**src/rtl/frame_scheduler.sv**
```systemverilog
// Frame scheduler: tick divider plus a stage sequencer (input, update, collide, commit)
// that handshakes with external workers, with overrun, timeout and collision status.
module frame_scheduler #(
    parameter int CLK_HZ  = 50_000_000,
    parameter int TICK_HZ = 60,
    parameter int TIMEOUT = 65535
) (
    input  logic       clk,
    input  logic       rst,
    input  logic       en,
    input  logic       pause,
    input  logic       step,
    input  logic       clr_err,
    output logic       in_req,
    input  logic       in_done,
    output logic       upd_req,
    input  logic       upd_done,
    output logic       col_req,
    input  logic       col_done,
    input  logic       col_hit,
    output logic       tick,
    output logic       frame_done,
    output logic       busy,
    output logic [2:0] state,
    output logic [7:0] overrun_cnt,
    output logic       timeout_err,
    output logic       game_over
);

    localparam int DIV = CLK_HZ / TICK_HZ;
    localparam logic [19:0] DIV_LAST = 20'(DIV - 1);
    localparam int WW = (TIMEOUT < 2) ? 1 : $clog2(TIMEOUT + 1);
    localparam logic [WW-1:0] WAIT_MAX = WW'(TIMEOUT);

    typedef enum logic [2:0] {
        IDLE    = 3'd0,
        INPUT   = 3'd1,
        UPDATE  = 3'd2,
        COLLIDE = 3'd3,
        COMMIT  = 3'd4
    } state_t;

    state_t         state_q;
    state_t         state_d;
    logic [19:0]    div_cnt;
    logic [WW-1:0]  wait_cnt;
    logic           start;
    logic           wait_exp;
    logic           to_set;
    logic           hit_set;
    logic           ovr_inc;

    assign tick       = en && !pause && (div_cnt == DIV_LAST);
    assign start      = !game_over && (tick || (en && pause && step));
    assign busy       = (state_q != IDLE);
    assign frame_done = (state_q == COMMIT);
    assign state      = state_q;
    assign wait_exp   = (wait_cnt == WAIT_MAX);
    assign ovr_inc    = tick && busy;

    always_ff @(posedge clk) begin
        if (rst || !en)
            div_cnt <= '0;
        else if (!pause)
            div_cnt <= tick ? '0 : div_cnt + 20'd1;
    end

    // A done on the same cycle the wait counter expires takes priority.
    always_comb begin
        state_d = state_q;
        to_set  = 1'b0;
        hit_set = 1'b0;
        unique case (state_q)
            IDLE: begin
                if (start)
                    state_d = INPUT;
            end
            INPUT: begin
                if (in_done) begin
                    state_d = UPDATE;
                end else if (wait_exp) begin
                    state_d = IDLE;
                    to_set  = 1'b1;
                end
            end
            UPDATE: begin
                if (upd_done) begin
                    state_d = COLLIDE;
                end else if (wait_exp) begin
                    state_d = IDLE;
                    to_set  = 1'b1;
                end
            end
            COLLIDE: begin
                if (col_done) begin
                    state_d = COMMIT;
                    hit_set = col_hit;
                end else if (wait_exp) begin
                    state_d = IDLE;
                    to_set  = 1'b1;
                end
            end
            COMMIT: state_d = IDLE;
            default: state_d = IDLE;
        endcase
    end

    always_ff @(posedge clk) begin
        if (rst) begin
            state_q <= IDLE;
            in_req  <= 1'b0;
            upd_req <= 1'b0;
            col_req <= 1'b0;
        end else begin
            state_q <= state_d;
            in_req  <= (state_d == INPUT);
            upd_req <= (state_d == UPDATE);
            col_req <= (state_d == COLLIDE);
        end
    end

    always_ff @(posedge clk) begin
        if (rst || state_q == IDLE || state_d != state_q)
            wait_cnt <= '0;
        else
            wait_cnt <= wait_cnt + WW'(1);
    end

    always_ff @(posedge clk) begin
        if (rst) begin
            timeout_err <= 1'b0;
            game_over   <= 1'b0;
            overrun_cnt <= '0;
        end else begin
            timeout_err <= to_set || (timeout_err && !clr_err);
            game_over   <= hit_set || (game_over && !clr_err);
            if (ovr_inc)
                overrun_cnt <= (overrun_cnt == 8'hFF) ? 8'hFF : overrun_cnt + 8'd1;
            else if (clr_err)
                overrun_cnt <= '0;
        end
    end

endmodule
```
**config.mk**
```make
export PLATFORM = sky130hd
export DESIGN_NAME = frame_scheduler
export DESIGN_NICKNAME = d
export VERILOG_FILES = /design/src/rtl/frame_scheduler.sv
export SDC_FILE = /design/constraint.sdc
export NUM_CORES = 1
export LEC_CHECK = 0
export BUFFER_PORTS_ARGS = -buffer_cell sky130_fd_sc_hd__buf_4
export CAP_MARGIN = 30
export CORE_ASPECT_RATIO = 1.75
export CORE_MARGIN = 2
export CORE_UTILIZATION = 40
export DETAILED_ROUTE_END_ITERATION = 10
export PLACE_DENSITY = 0.62
export SLEW_MARGIN = 10
export SYNTH_ARGS = -nofsm -noshare
export SYNTH_HDL_FRONTEND = slang
export SYNTH_SLANG_ARGS = --single-unit
```
**constraint.sdc**
```tcl
create_clock -name clk -period 4.45 [get_ports clk]
set_input_delay 0.6675 -clock clk [delete_from_list [all_inputs] [get_ports clk]]
set_output_delay 0.6675 -clock clk [all_outputs]
set_load 0.05 [all_outputs]
```
# Word level (Yosys, flattened, before mapping)
# Index checks and enable logic that the tools add are counted.
# word_totals
register_bits	52
inputBits	10
out_inout_bits	19
wordCells	61
# classes
addsub	3
eq_ne	11
n_mux	17
reduce_logical	21
# ops
operator	count
$mux W8	3
$add A20 B1 Y20 const B	1
$eq A20 B20 Y1 const B	1
$mux W20	1
$add A16 B1 Y16 const B	1
$eq A16 B16 Y1 const B	1
$mux W3	5
$eq A3 B2 Y1 const B	4
$pmux W3 S4	1
$add A8 B1 Y8 const B	1
$eq A8 B8 Y1 const B	1
$logic_and A1 B1 Y1	8
$eq A3 B1 Y1 const B	2
$logic_or A1 B1 Y1	6
$mux W1	6
$logic_not A1 Y1	4
$eq A3 B3 Y1 const B	1
$logic_not A3 Y1	1
$ne A3 B3 Y1	1
$pmux W1 S3	1
$reduce_bool A3 Y1	1
$reduce_bool A2 Y1	1

# Longest topological paths before layout
# logic_depth
ltp_word	9
mapped_depth	7
depth_no_buf	6

# Worst setup path before layout
# Ideal clock, no wire load.
# synth_timing
kind	input-to-output
start	in pause
end	out tick
t_arrival_ns	1.987
t_required_ns	3.783
slack_ns	1.796
path_stages	4
path_cell_list	clkbuf_1 nand4bb_1 or4_4 nor2_2
# synth_between
elab_chain_cells	3
# synth_lines
element	line_no	rtl
start: declaration	11	input logic pause,
$logic_not A1 Y1	-	
$logic_and A1 B1 Y1 (2 in a row)	53	assign tick = en && !pause && (div_cnt == DIV_LAST);
end: declaration	21	output logic tick,
# No other way between the ends.

# Worst setup path in the final report
# layout_timing
start	reg div_cnt[6]
end	out tick
# layout_between
elab_chain_cells	2
# layout_lines
element	line_no	rtl
start: declaration	45	logic [19:0] div_cnt;
start signal: assignment	65	div_cnt <= tick ? '0 : div_cnt + 20'd1;
$eq A20 B20 Y1	53	
$logic_and A1 B1 Y1	53	
# No other way between the ends.

==> metrics <==
post-CTS setup buffers=0; CP Cell Sequence=or4_4, or4_4, nor2_2, buf_4; Die Area=slightly above 0.007 mm2; initial cell density of the core=0.415; WP data required=~3800 ps; WL per Instance=between 10 and 15 um; synthesized area per cell=around 8.6 um2; Yosys reg bits=between 50 and 60; final core utilization=0.475; clock skew=7.39 ps; Final Instance Count excl. Fillers=409; pin count of the biggest net entering global routing=21; register area=between 0.001 and 0.0015 mm2; unique cell type count in the Yosys netlist=51; Vias=between 2k and 2.5k; hold depth=2; CTS tree=yes; Finished Cell Area=just under 0.003 mm2; slowest stage cell, crit path=or4_4; static leakage=between 1 and 1.5 nW; Remaining DRCs=0; Synthesis Warnings=0; ANT cells=0; CP Class=flop to output port; setup ws final=between 1500 and 2000 ps; first-pass GRT wire length=9650 um; worst-margin pin slew=about 700 ps; Net Count, Synth=315; clock period minus worst slack=2810 ps; CTS root buf=clkbuf_8; Overflow after GRT=0; CTS Hold Bufs=0; Rows=38; Final Total Pwr=0.828 mW; worst-case clock buffer depth=2; achievable frequency=approximately 360 MHz; most used cell, CP=or4_4; Worst Hold Endpoint=timeout_err; CP max stage delay=600 ps; outcome=finished, final reports clean; cell count after placement=between 400 and 500; initial antenna violation count=0; CP Buf/Inv Count=1; worst vdd ir=roughly 0.00013 V; Pwr per Cell Area=roughly 280 mW/mm2; drt pass-1 iters=4; Total Nets Final=~340; Die X=roughly 65 um; setup TNS=0 ps; Routed Wire Length=~5500 um; gate count of the mapped netlist=301; Post-CTS Resized=0; antenna viol nets, final=0; Worst R2R End=wait_cnt[7]; FF-to-FF Start=wait_cnt[0]; layout cell share with drive strength beyond 1=0.143; port bufs=28; Setup violations, final=0; H-tree levels=2; CTS buffer count=5; Final Max Slew Viols=0; worst reg2reg path depth=6; period utilization=0.632; # IOs=29; Initial DRC Count=between 100 and 150; footprint of the multi-input gates=0.00145 mm2; Hold Slack=~460 ps; Area after DPL=roughly 0.0029 mm2; top_reg_cell synth=dfxtp_1; Post-DP HPWL=roughly 4200 um; P&R area growth vs syn=14.6%; # Max-Cap Violations=0; EDFF count, synth=0; Worst EP arrival=~2200 ps; vias per cell=5.34; clk sinks=52; Reg clk slew, reported paths=roughly 100 ps; vias in the first global route=2184; R2R setup slack=1920 ps; worst skew pair latency=between 300 and 400 ps; Cell Area, Synth=0.00258 mm2; Seq/Total Area, Yosys=0.403; ys async rst share=0; Critical Path Fanout Max=5; HP Class=flop to flop; hold path startpoint=timeout_err; Crit path max-delay family=simple AND/OR/NAND/NOR gates; global-route usage over all layers=0.174; Die Height=about 110 um; total core area=a little over 0.006 mm2; RSZ-0062 raised after global routing=false; GPL Wtd Cong=just under 0.8; Place WS=~1900 ps; relative slew slack=0.533; Worst setup EP type=output port; fill count=between 600 and 700; final hold violation count=0; startpoint types=flop
==> worst min-delay path, stage by stage (launching register included) <==
cell and delay [ps]:
dfxtp_1 320, nand2_1 50, a21oi_1 50
==> cell type report <==
cell class,instances,area share
Clock buffer,6,0.0279
Clock inverter,2,0.00507
Inverter,15,0.0190
Multi-Input combinational cell,225,0.489
Sequential cell,52,0.352
Tap cell,80,0.0338
Timing Repair Buffer,29,0.0736
==> registers in the layout, indices dropped and copies added, names as in the netlist <==
register     count
overrun_cnt      8
wait_cnt        16
game_over        1
timeout_err      1
upd_req          1
state            3
col_req          1
in_req           1
div_cnt         20
==> layout by cell type (no fill, tap or decap), drive strengths merged, types with 7 or more instances in the layout <==
cell type	count
dfxtp	52
nor2	38
buf	29
a21oi	22
xnor2	21
nand2	19
nand3	16
inv	15
nand4	15
xor2	11
and3	10
nor3	7
o21ai	7
==> where the power goes <==
group / internal (mW) / leakage, nW / switching [mW] / total [mW]
Sequential: 0.469 / 0.419 / 0.00635 / 0.475
Combinational: 0.0232 / 0.563 / 0.0431 / 0.0662
Clock: 0.126 / 0.0434 / 0.160 / 0.286
Total: 0.618 / 1.03 / 0.210 / 0.828
==> how the worst max path moves through the flow <==
stage	startpoint	endpoint	slack, ps	cells past startpoint
4_1_cts	div_cnt[6]	tick	1620	4
3_5_place_dp	wait_cnt[0]	wait_cnt[7]	1920	6
2_1_floorplan	pause	tick	1800	4
3_3_place_gp	pause	tick	1950	5
6_report	div_cnt[6]	tick	1640	4
5_1_grt	div_cnt[6]	tick	1540	4
==> per-layer routing <==
metal | global-route usage | routed length [um] | vias to the layer above
li1 | - | - | 1121
met1 | 0.188 | 2370 | 1011
met2 | 0.313 | 2830 | 41
met3 | 0.0315 | 184 | 11
met4 | 0.103 | 150 | 0
met5 | 0 | 0 | -
==> cells by family (layout without fill, tap and decap cells) <==
group,after synthesis,count (layout),share of synthesized area
and+or+nand+nor,138,138,0.299
AOI/OAI and AO/OA,50,50,0.129
muxes,1,1,0.00388
xor gates and xnor gates,32,32,0.109
DFF,52,52,0.403
buffers and inverters,24,52,0.0368
adders and majority gates,4,4,0.0194
==> synthesized netlist by cell type, drive strengths merged, types with 2 or more instances <==
cell type	n	share of area
and4	5	0.017
dfxtp	52	0.40
xor2	11	0.037
inv	15	0.022
a31oi	3	0.0073
nor2b	5	0.012
nor2	38	0.056
o31ai	2	0.011
nor4	6	0.020
o21ai	7	0.014
a21boi	2	0.0058
nand2	19	0.028
nand4	15	0.039
clkbuf	5	0.0073
a311oi	2	0.0068
ha	4	0.019
nor3b	4	0.012
nand2b	2	0.0048
nand3	16	0.031
and2	2	0.0048
and3	10	0.024
nor3	7	0.020
a21oi	22	0.043
buf	4	0.0078
a22o	2	0.0068
xnor2	21	0.071
or4	4	0.015
(Power assumes the default switching activity.)
